===== src/rtl/branch_pred_ctrl.sv =====
// ---------------------------------------------------------------------------
// branch_pred_ctrl
//
// Purpose:
//   This block is a bimodal branch predictor with mispredict recovery control.
//   - Prediction: it keeps a table of 2**IDX_W two-bit saturating counters,
//     indexed by pc[IDX_W+1:2]. The fetch stage receives a combinational
//     prediction for if_pc.
//   - Training: when a branch resolves in EX, the table is updated with the
//     real outcome.
//   - Recovery: on a mispredict, a small FSM spends exactly one cycle in
//     REDIRECT. During that cycle it raises redirect_valid and flush and
//     presents the corrected fetch PC. Any EX instruction seen during that
//     cycle is wrong-path and is ignored.
//   - Statistics: saturating counters track resolved branches and
//     mispredicts.
//
// Ports:
//   clk              in   clock; all state updates on the rising edge
//   rst              in   synchronous active-high reset
//   if_pc[31:0]      in   fetch PC to predict
//   if_pred_taken    out  prediction for if_pc (combinational table read)
//   ex_valid         in   EX instruction valid
//   ex_is_branch     in   EX instruction is a conditional branch
//   ex_stall         in   EX held this cycle; no resolution is taken
//   ex_pc[31:0]      in   PC of the EX branch
//   ex_target[31:0]  in   computed branch target
//   ex_pred_taken    in   prediction carried down the pipe with the branch
//   ex_branch_taken  in   actual branch outcome
//   redirect_valid   out  fetch redirect request (registered)
//   redirect_pc      out  corrected fetch PC (registered)
//   flush            out  squash wrong-path IF/ID/EX contents (registered)
//   branch_cnt       out  resolved-branch count (saturating)
//   mispred_cnt      out  mispredict count (saturating)
// ---------------------------------------------------------------------------
module branch_pred_ctrl #(
    parameter int IDX_W = 4
) (
    input  logic        clk,
    input  logic        rst,
    input  logic [31:0] if_pc,
    output logic        if_pred_taken,
    input  logic        ex_valid,
    input  logic        ex_is_branch,
    input  logic        ex_stall,
    input  logic [31:0] ex_pc,
    input  logic [31:0] ex_target,
    input  logic        ex_pred_taken,
    input  logic        ex_branch_taken,
    output logic        redirect_valid,
    output logic [31:0] redirect_pc,
    output logic        flush,
    output logic [31:0] branch_cnt,
    output logic [31:0] mispred_cnt
);

    localparam int ENTRIES = 2 ** IDX_W;

    typedef enum logic [0:0] {
        ST_IDLE     = 1'b0,
        ST_REDIRECT = 1'b1
    } state_t;

    state_t      state_r;
    state_t      state_next_s;
    logic [1:0]  bht_r [0:ENTRIES-1];

    logic [IDX_W-1:0] if_idx_s;
    logic [IDX_W-1:0] ex_idx_s;
    logic             resolve_s;
    logic             mispredict_s;
    logic [1:0]       ex_cnt_s;
    logic [1:0]       ex_cnt_next_s;
    logic [31:0]      redirect_pc_next_s;

    logic             redirect_valid_r;
    logic             flush_r;
    logic [31:0]      redirect_pc_r;
    logic [31:0]      branch_cnt_r;
    logic [31:0]      mispred_cnt_r;

    // The word-offset and upper PC bits of the fetch address do not select a table entry
    logic unused_if_pc_s;
    assign unused_if_pc_s = ^{if_pc[31:IDX_W+2], if_pc[1:0]};

    assign if_idx_s = if_pc[IDX_W+1:2];
    assign ex_idx_s = ex_pc[IDX_W+1:2];

    // The prediction reads the stored counter; an update in this same cycle becomes visible next cycle
    assign if_pred_taken = bht_r[if_idx_s][1];

    // A branch is taken only in IDLE, so a wrong-path instruction in REDIRECT is ignored
    assign resolve_s    = ex_valid & ex_is_branch & ~ex_stall & (state_r == ST_IDLE);
    assign mispredict_s = resolve_s & (ex_pred_taken != ex_branch_taken);
    assign ex_cnt_s     = bht_r[ex_idx_s];

    // Compute the saturating counter update for the resolving branch's entry
    always_comb begin
        ex_cnt_next_s = ex_cnt_s;
        if (ex_branch_taken) begin
            if (ex_cnt_s != 2'b11) begin
                ex_cnt_next_s = ex_cnt_s + 2'd1;
            end else begin
                ex_cnt_next_s = ex_cnt_s;
            end
        end else begin
            if (ex_cnt_s != 2'b00) begin
                ex_cnt_next_s = ex_cnt_s - 2'd1;
            end else begin
                ex_cnt_next_s = ex_cnt_s;
            end
        end
    end

    // Select the corrected fetch PC: the target if taken, otherwise the fall-through (wraps at 2**32)
    always_comb begin
        redirect_pc_next_s = ex_pc + 32'd4;
        if (ex_branch_taken) begin
            redirect_pc_next_s = ex_target;
        end else begin
            redirect_pc_next_s = ex_pc + 32'd4;
        end
    end

    // Decide the recovery FSM next state
    always_comb begin
        state_next_s = state_r;
        case (state_r)
            ST_IDLE: begin
                if (mispredict_s) begin
                    state_next_s = ST_REDIRECT;
                end else begin
                    state_next_s = ST_IDLE;
                end
            end
            ST_REDIRECT: state_next_s = ST_IDLE;
            default:     state_next_s = ST_IDLE;
        endcase
    end

    // Register the FSM state and the redirect/flush outputs; rst takes priority over a mispredict
    always_ff @(posedge clk) begin
        if (rst) begin
            state_r          <= ST_IDLE;
            redirect_valid_r <= 1'b0;
            flush_r          <= 1'b0;
            redirect_pc_r    <= 32'h0000_0000;
        end else begin
            state_r          <= state_next_s;
            // The outputs are high exactly for the cycle spent in REDIRECT
            redirect_valid_r <= (state_next_s == ST_REDIRECT);
            flush_r          <= (state_next_s == ST_REDIRECT);
            if (mispredict_s) begin
                redirect_pc_r <= redirect_pc_next_s;
            end else begin
                redirect_pc_r <= redirect_pc_r;
            end
        end
    end

    // Train the table: on reset every entry is weak-not-taken, otherwise update the resolving entry
    always_ff @(posedge clk) begin
        if (rst) begin
            for (int i = 0; i < ENTRIES; i++) begin
                bht_r[i] <= 2'b01;
            end
        end else if (resolve_s) begin
            bht_r[ex_idx_s] <= ex_cnt_next_s;
        end else begin
            bht_r[ex_idx_s] <= bht_r[ex_idx_s];
        end
    end

    // Count resolved branches and mispredicts; both hold at all-ones
    always_ff @(posedge clk) begin
        if (rst) begin
            branch_cnt_r  <= 32'h0000_0000;
            mispred_cnt_r <= 32'h0000_0000;
        end else begin
            if (resolve_s && (branch_cnt_r != 32'hFFFF_FFFF)) begin
                branch_cnt_r <= branch_cnt_r + 32'd1;
            end else begin
                branch_cnt_r <= branch_cnt_r;
            end
            if (mispredict_s && (mispred_cnt_r != 32'hFFFF_FFFF)) begin
                mispred_cnt_r <= mispred_cnt_r + 32'd1;
            end else begin
                mispred_cnt_r <= mispred_cnt_r;
            end
        end
    end

    assign redirect_valid = redirect_valid_r;
    assign flush          = flush_r;
    assign redirect_pc    = redirect_pc_r;
    assign branch_cnt     = branch_cnt_r;
    assign mispred_cnt    = mispred_cnt_r;

endmodule


===== config.mk =====
export PLATFORM = sky130hd
export DESIGN_NAME = branch_pred_ctrl
export DESIGN_NICKNAME = d
export VERILOG_FILES = /design/src/rtl/branch_pred_ctrl.sv
export SDC_FILE = /design/constraint.sdc
export NUM_CORES = 1
export LEC_CHECK = 0
export CAP_MARGIN = 20
export CORE_MARGIN = 5
export CORE_UTILIZATION = 54
export CTS_BUF_LIST = sky130_fd_sc_hd__clkbuf_8
export DETAILED_ROUTE_END_ITERATION = 12
export GPL_ROUTABILITY_DRIVEN = 0
export HOLD_SLACK_MARGIN = 0.1
export PLACE_DENSITY = 0.89
export SLEW_MARGIN = 0
export SYNTH_ARGS = -nofsm -noshare
export SYNTH_HDL_FRONTEND = slang
export SYNTH_SLANG_ARGS = --single-unit

===== constraint.sdc =====
create_clock -name clk -period 5 [get_ports clk]
set_input_delay 0.75 -clock clk [delete_from_list [all_inputs] [get_ports clk]]
set_output_delay 0.75 -clock clk [all_outputs]
set_load 0.05 [all_outputs]

==> results of run 1 <==
[cells in the mapped netlist (all sizes together), types with 7 or more instances]
cell type    n
nand4       37
a31oi        9
edfxtp      32
clkbuf      43
and3        15
nand3       41
o31ai       35
nor2        46
mux4        13
inv         14
o21ai       48
a21boi      17
xor2        15
nor4        10
or3         23
and4        14
dfxtp       97
mux2i        7
a21oi       72
buf         11
xnor2        8
or4         34
nand2      100
nand2b      13
nor3        18
[through the flow]
step / hold slack [ps] / utilization / power [mW]
final: 454 / 0.714 / 2.27
after global routing: 477 / 0.714 / 2.34
after CTS: 457 / 0.713 / 2.26
after detailed placement: 447 / 0.684 / 1.40
after global placement: 441 / 0.684 / 1.39
after floorplan: 671 / - / 1.27
[power by group]
part           switching (mW)  internal, mW  leakage [nW]
logic                   0.170         0.119          1.67
clock network           0.397         0.488         0.216
registers             0.00964          1.08          1.07
total                   0.576          1.69          2.96
[state kept, by name (all words and copies together), names as in the netlist]
register	count
mispred_cnt	32
redirect_pc	32
branch_cnt	32
bht_r	32
flush	1
[kinds of logic (layout without fill, tap and decap cells)]
| family | after synthesis | count (layout) | synth area share |
|---|---|---|---|
| buffers and inverters | 68 | 232 | 0.0370 |
| AO/OA/AOI/OAI | 217 | 217 | 0.187 |
| XOR/XNOR | 23 | 23 | 0.0281 |
| AND/OR/NAND/NOR | 370 | 370 | 0.280 |
| multiplexers | 21 | 21 | 0.0522 |
| adder cells (fa/ha/maj) | 6 | 6 | 0.0105 |
| flip-flops | 129 | 129 | 0.405 |
[metal layers]
metal / up-vias / global-route usage
met3: 42 / 0.0729
met2: 372 / 0.452
met5: - / 0
li1: 3483 / -
met1: 3530 / 0.335
met4: 0 / 0.101
[worst paths after layout]
path	startpoint	to	slack [ps]	depth (start not counted)
worst max-delay path	if_pc[2]	if_pred_taken	1040	4
worst min-delay path	redirect_pc[17]$_SDFFE_PP0P_	redirect_pc[17]$_SDFFE_PP0P_	450	2
worst max register to register	flush$_SDFF_PP0_	mispred_cnt[16]$_SDFFE_PP0P_	2180	5
worst min register to register	redirect_pc[17]$_SDFFE_PP0P_	redirect_pc[17]$_SDFFE_PP0P_	450	2
[final cells by class]
| type | count | share of cell area |
|---|---|---|
| multi-input cells | 637 | 0.427 |
| flip-flops and latches | 129 | 0.309 |
| repair buffers | 186 | 0.194 |
| clock buffers | 18 | 0.0264 |
| well taps | 176 | 0.0235 |
| clock inverters | 14 | 0.0143 |
| inverters | 14 | 0.00560 |
[worst register-to-register path: stages, from the launching register on]
cell and delay [ps]:
dfxtp_1 350, and4bb_2 420, and2_1 840, nand2_1 290, or4b_2 700, a21oi_1 150
==> impl_results.md, run 1 <==
* Outcome: finished clean
* Core ar. at 13100 um2
* Area fraction of the dominant cell type after synthesis at 0.271
* Crit Path Class: in2out
* DR WL met2 at 10.6 mm
* Sequential share of the synthesized area at 0.405
* Setup TNS at 0 ps
* Die Y at 125 um
* Worst slew margin at 0.317
* Setup Skew at 7.47 ps
* DPL Wire Length at 15.3 mm
* Final setup fails at 0
* Clock Tree Buf Depth at 2
* DR DRC count at 0
* Final Hold Viols at 0
* Antenna violations before repair at 0
* Top_reg_cell synth: dfxtp_1
* Clock-pin slew on the worst setup and hold paths at 70 ps
* Vias per cell at 6.33
* Cell family with most CP delay: buffers and inverters
* Drt wl/cell at 18.6 um
* Final Critical Period at 3960 ps
* Area Overhead vs Synth at 31.1%
* Largest net degree at the start of global routing at 57
* Number of synthesized register bits at 129
* Diodes inserted at 0
* Worst-margin pin slew at 1020 ps
* Final worst setup slack at 1040 ps
* Synth Instances at 834
* Critical path launch point type: primary input
* Area after DPL at 8990 um2
* RSZ-0062 raised after global routing: no
* Clock buffer count from CTS at 17
* Req. time, crit path at 4250 ps
* Met1 WL at 8.83 mm
* Highest Signal Layer: met4
* Most frequent cells in the layout: clkdlybuf4s50_1 (171), nand2_1 (100), dfxtp_1 (97)
* Non-Filler Instances at 1174
* Pre-antenna DRT Iters at 6
* Net count reported at finish at 1094
* Number of post-CTS setup repair buffers at 0
* Slowest-stage cell, CP: clkdlybuf4s50_1
* Finished Cell Area at 9390 um2
* WP data arrival at 3210 ps
* Die area at 15700 um2
* Synth top area cells: dfxtp_1 (27%), edfxtp_1 (13%), nand2_1 (5.2%)
* PortBufs at 173
* H-tree Lvls at 4
* Ys Warns at 0
* Detail Route met3 WL at 1.88 mm
* CTS root buffer: clkbuf_8
* First-pass GRT wire length at 34.9 mm
* Worst IR Drop VDD at 0.000148 V
* Storage cell area at 2900 um2
* Largest fanout on the critical path at 4
* Commonest non-fill, non-tap cell in the layout: clkdlybuf4s50_1
* Worst Setup End Kind: output port
* Vias in the first global route at 6960
* Final Slew Violations at 0
* Syn_nets at 943
* FFs w/ async S/R, synth at 0
* Final wirelength at 21.8 mm
* Tcrit/Tclk final at 0.792
* Unique masters post-synth at 60
* Pleak at 2.96 nW
* Placement Setup Slack at 934 ps
* EDFF count, synth at 32
* Routed via count at 7427
* Initial Utilization at 0.545
* # resized after CTS at 0
* Cell count after placement at 1140
* Crit-path max cell delay at 720 ps
* Initial DRC count at 829
* CTS Sinks at 129
* Synth area leader: dfxtp_1
* # fillers at 1045
* Rows at 42
* Die span in x at 125 um
* Pwr/cell area at 242 nW/um2
* Gr ovfl total at 0
* CTS tree: built
* Tightest Hold Check Type: reg2reg
* Synth Cell Area at 7160 um2
* Worst-skew pair later-pin latency at 450 ps
* CP cell instances: clkdlybuf4s50_1 -> mux4_2 -> mux4_2 -> clkdlybuf4s50_1
* Buf/Inv on CP at 2
* Share of post-route cells with drive strength above 1 at 0.0641
* IO Count at 202
* Multi-input gate area at 4010 um2
* Avg Synthesized Cell Area at 8.59 um2
* Max cap viols at 0
* Fmax at 253 MHz
* Total track usage at 0.270
* Hold Buf Count CTS at 0
* ANT nets after route at 0
Note: power is estimated with default switching activity, not from simulation.
==> run 2: changes to the inputs <==
- CORE_UTILIZATION: 54 -> 45
- PLACE_DENSITY: 0.89 -> 0.79
- clock period: 5 -> 3.5 ns (I/O delays scaled with it)
==> impl_results.md, run 2 (synthesis gave the netlist of run 1 again) <==
* Outcome: finished clean
* Initial DRC count at 639 (-23%)
* Tcrit/Tclk final at 0.856
* Pleak at 2.99 nW (+1.3%)
* CTS Sinks at 129 (unchanged)
* Share of post-route cells with drive strength above 1 at 0.0806 (+0.0165)
* IO Count at 202 (unchanged)
* Die Y at 136 um (+8.8%)
* H-tree Lvls at 4 (unchanged)
* Largest net degree at the start of global routing at 62 (+8.8%)
* Routed via count at 7299 (-1.7%)
* Final Power at 3.39 mW (+50%)
* Final setup fails at 0 (unchanged)
* Rows at 46 (+9.5%)
* Drt wl/cell at 17.9 um (-3.5%)
* Net count reported at finish at 1101 (+0.64%)
* Total track usage at 0.235 (-0.0355)
* # resized after CTS at 0 (unchanged)
* Die area at 18500 um2 (+18%)
* Worst-skew pair later-pin latency at 450 ps (about the same)
* Diodes inserted at 0 (unchanged)
* Area Overhead vs Synth at 33.3%
* Final Critical Period at 3000 ps
* Setup TNS at 0 ps (unchanged)
* Number of post-CTS setup repair buffers at 0 (unchanged)
* CTS tree: built
* Commonest non-fill, non-tap cell in the layout: clkdlybuf4s50_1
* Fmax at 334 MHz
* Non-Filler Instances at 1221 (+4.0%)
* Pre-antenna DRT Iters at 7 (+1)
* PortBufs at 173 (unchanged)
* Setup Skew at 10.1 ps (+2.65 ps)
* Worst slew margin at 0.284 (-0.0330)
* Clock-pin slew on the worst setup and hold paths at 80 ps (about the same)
* Critical path launch point type: primary input
* First-pass GRT wire length at 34.6 mm (-0.81%)
* Clock Tree Buf Depth at 2 (unchanged)
* Final wirelength at 21.9 mm (+0.39%)
* Core ar. at 15800 um2 (+20%)
* Hold Buf Count CTS at 0 (unchanged)
* Die span in x at 136 um (+8.8%)
* Initial Utilization at 0.454 (-0.0910)
* Req. time, crit path at 2970 ps (-1280 ps)
* Final Slew Violations at 0 (unchanged)
* Antenna violations before repair at 0 (unchanged)
* Most frequent cells in the layout: clkdlybuf4s50_1 (170), nand2_1 (100), dfxtp_1 (97)
* RSZ-0062 raised after global routing: no
* Cell count after placement at 1189 (+4.3%)
* DR DRC count at 0 (unchanged)
* Worst IR Drop VDD at 0.000210 V (+42%)
* Vias in the first global route at 6793 (-2.4%)
* Vias per cell at 5.98 (-5.5%)
* ANT nets after route at 0 (unchanged)
* Pwr/cell area at 356 nW/um2 (+47%)
* Placement Setup Slack at 461 ps (-473 ps)
* Tightest Hold Check Type: reg2reg
* Largest fanout on the critical path at 4 (unchanged)
* Worst-margin pin slew at 1060 ps (+39.6 ps)
* Clock buffer count from CTS at 17 (unchanged)
* CTS root buffer: clkbuf_8
* Crit Path Class: in2out
* Final worst setup slack at 505 ps (-536 ps)
* Worst Setup End Kind: output port
* Final Hold Viols at 0 (unchanged)
* Max cap viols at 0 (unchanged)
* WP data arrival at 2470 ps (-740 ps)
* DPL Wire Length at 15.8 mm (+3.0%)
* Gr ovfl total at 0 (unchanged)
## run 2: final timing paths
kind              slack, ps  cells after the start                            to                   startpoint
hold reg to reg         460                      2   redirect_pc[8]$_SDFFE_PP0P_  redirect_pc[8]$_SDFFE_PP0P_
hold / removal          460                      2   redirect_pc[8]$_SDFFE_PP0P_  redirect_pc[8]$_SDFFE_PP0P_
setup / recovery        500                      4                 if_pred_taken                     if_pc[2]
setup reg to reg        810                      6  mispred_cnt[27]$_SDFFE_PP0P_  mispred_cnt[0]$_SDFFE_PP0P_
## run 2: routing by layer
| metal | up-vias | wire, um | share of wire | global-route usage |
|---|---|---|---|---|
| li1 | 3491 | - | - | - |
| met1 | 3457 | 9240 | 0.42 | 0.306 |
| met2 | 321 | 10500 | 0.48 | 0.382 |
| met3 | 30 | 1790 | 0.082 | 0.0540 |
| met4 | 0 | 367 | 0.017 | 0.0851 |
| met5 | - | 0 | 0 | 0 |
## run 2: power by group
group	switching, mW	total (mW)	leakage, nW	internal, mW
Sequential	0.0142	1.56	1.07	1.55
Clock	0.619	1.41	0.219	0.792
Combinational	0.242	0.418	1.71	0.177
Total	0.875	3.39	2.99	2.52
## run 2: layout make-up
cell class,instances,area (um2)
well taps,216,270
multi-input cells,637,4010
fillers,1390,6230
clock inverters,14,188
clock buffers,18,248
repair buffers,193,1870
inverters,14,52.6
flip-flops and latches,129,2900
## run 2: critical path: stages
cell and delay, ps:
clkdlybuf4s50_1 670, mux4_2 590, mux4_2 480, buf_4 200
## run 2: per-stage QoR
| stage | area (um2) | utilization | hold WS (ps) |
|---|---|---|---|
| after floorplan | 7160 | - | 671 |
| after global routing | 9540 | 0.605 | 472 |
| final | 9540 | 0.605 | 457 |
| after CTS | 9540 | 0.605 | 457 |
| after detailed placement | 9110 | 0.577 | 446 |
| after global placement | 9110 | 0.577 | 440 |
==> run 3: changes to the inputs <==
- CORE_ASPECT_RATIO: unset -> 0.9
- HOLD_SLACK_MARGIN: 0.1 -> 0.08
- PLACE_DENSITY: 0.79 -> 0.85
==> impl_results.md, run 3 (synthesis gave the netlist of run 1 again) <==
* Largest net degree at the start of global routing at 98 (+58%)
* Reg2reg setup slack at 810 ps (about the same)
* Final wirelength at 21.9 mm (about the same)
* H-tree Lvls at 4 (unchanged)
* Initial Utilization at 0.462 (+0.00807)
* Diodes inserted at 0 (unchanged)
* Final Slew Violations at 0 (unchanged)
* Req. time, crit path at 2970 ps (about the same)
* Drt wl/cell at 18.2 um (+1.4%)
* Antenna violations before repair at 0 (unchanged)
* Pwr/cell area at 358 nW/um2 (+0.63%)
* Initial DRC count at 637 (-0.31%)
* Detail Route met3 WL at 2.32 mm (+29%)
* Fmax at 330 MHz (-1.1%)
* Die Y at 130 um (-4.8%)
* Non-Filler Instances at 1204 (-1.4%)
* Cell count after placement at 1172 (-1.4%)
* Most frequent cells in the layout: clkdlybuf4s50_1 (170), nand2_1 (100), dfxtp_1 (97)
* Vias per cell at 6.12 (+2.3%)
* Worst-margin pin slew at 1070 ps (+5.39 ps)
* Hold Buf Count CTS at 0 (unchanged)
* Pleak at 3.00 nW (+0.16%)
* Final setup fails at 0 (unchanged)
* Final Hold Viols at 0 (unchanged)
* Vias in the first global route at 7007 (+3.2%)
* Pre-antenna DRT Iters at 6 (-1)
* Total track usage at 0.235 (about the same)
* Worst Setup End Kind: output port
* DPL Wire Length at 15.9 mm (+0.45%)
* # resized after CTS at 0 (unchanged)
* PortBufs at 173 (unchanged)
* Met1 WL at 8.99 mm (-2.8%)
* Worst IR Drop VDD at 0.000252 V (+20%)
* Critical path launch point type: primary input
* Net count reported at finish at 1098 (-0.27%)
* Worst-skew pair later-pin latency at 450 ps (about the same)
* IO Count at 202 (unchanged)
* Core ar. at 15500 um2 (-1.7%)
* Clock-pin slew on the worst setup and hold paths at 70 ps (about the same)
* Rows at 43 (-6.5%)
* Commonest non-fill, non-tap cell in the layout: clkdlybuf4s50_1
* Crit Path Class: in2out
* Outcome: finished clean
* WP data arrival at 2500 ps (+30 ps)
* CP cell instances: clkdlybuf4s50_1 -> mux4_2 -> mux4_2 -> buf_4
* DR DRC count at 0 (unchanged)
* Die area at 18500 um2 (about the same)
* Tcrit/Tclk final at 0.866 (+0.00985)
* Area after DPL at 9070 um2 (-0.44%)
* Crit-path max cell delay at 690 ps (+20 ps)
* Largest fanout on the critical path at 4 (unchanged)
* Gr ovfl total at 0 (unchanged)
* CTS Sinks at 129 (unchanged)
* DR WL met2 at 10.0 mm (-4.4%)
* Setup TNS at 0 ps (unchanged)
* Clock Tree Buf Depth at 2 (unchanged)
* Share of post-route cells with drive strength above 1 at 0.0758 (-0.00475)
* ANT nets after route at 0 (unchanged)
* Slowest-stage cell, CP: clkdlybuf4s50_1
* Number of post-CTS setup repair buffers at 0 (unchanged)
* Worst slew margin at 0.281 (-0.00315)
* CTS root buffer: clkbuf_8
* Tightest Hold Check Type: reg2reg
* First-pass GRT wire length at 34.9 mm (+0.72%)
* Area Overhead vs Synth at 32.9%
* Routed via count at 7365 (+0.90%)
* Final Critical Period at 3030 ps (+34.5 ps)
* CTS tree: built
* RSZ-0062 raised after global routing: no
* Highest Signal Layer: met4
* Max cap viols at 0 (unchanged)
* Finished Cell Area at 9520 um2 (-0.28%)
* Setup Skew at 16.4 ps (+6.29 ps)
* Cell mode on critical path: mux4_2
* Clock buffer count from CTS at 17 (unchanged)
* Die span in x at 143 um (+5.0%)
[run 3: cell count changes in the layout (fill, tap and decap cells not counted), sizes merged]
cell and delta:
clkinvlp -2, clkinv -2, clkbuf +3, buf -3, inv +1
[run 3: worst paths after layout]
| kind | start | depth (start not counted) | end |
|---|---|---|---|
| setup reg to reg | mispred_cnt[0]$_SDFFE_PP0P_ | 6 | mispred_cnt[26]$_SDFFE_PP0P_ |
| hold / removal | redirect_pc[18]$_SDFFE_PP0P_ | 2 | redirect_pc[18]$_SDFFE_PP0P_ |
| setup / recovery | if_pc[2] | 4 | if_pred_taken |
| hold reg to reg | redirect_pc[18]$_SDFFE_PP0P_ | 2 | redirect_pc[18]$_SDFFE_PP0P_ |
[run 3: metal layers]
layer  track usage  vias to the layer above
li1              -                     3494
met1         0.299                     3452
met2         0.369                      370
met3        0.0768                       49
met4        0.0973                        0
met5             0                        -
[run 3: area by class of cell]
cell class | count | area, um2
clock inverters | 11 | 160
fillers | 1338 | 5980
inverters | 14 | 52.6
well taps | 202 | 253
clock buffers | 21 | 289
multi-input cells | 637 | 4010
flip-flops and latches | 129 | 2900
repair buffers | 190 | 1850
[run 3: power breakdown]
group	leakage (nW)	internal (mW)	switching [mW]	total [mW]
logic	1.70	0.173	0.240	0.413
clock network	0.238	0.846	0.582	1.43
registers	1.07	1.55	0.0145	1.56
total	3.00	2.57	0.836	3.40
[run 3: metrics by stage]
step	worst slack, ps	utilization	hold WS (ps)	power [mW]
after floorplan	720	-	671	1.81
after global placement	482	0.585	438	2.00
after detailed placement	477	0.585	444	2.01
after CTS	474	0.614	452	3.42
after global routing	451	0.614	486	3.54
final	470	0.614	453	3.40
[run 3: worst max-delay path, delay by kind of cell]
family | cells | cell delay, ps
multiplexers | 2 | 1080
buffers and inverters | 2 | 890
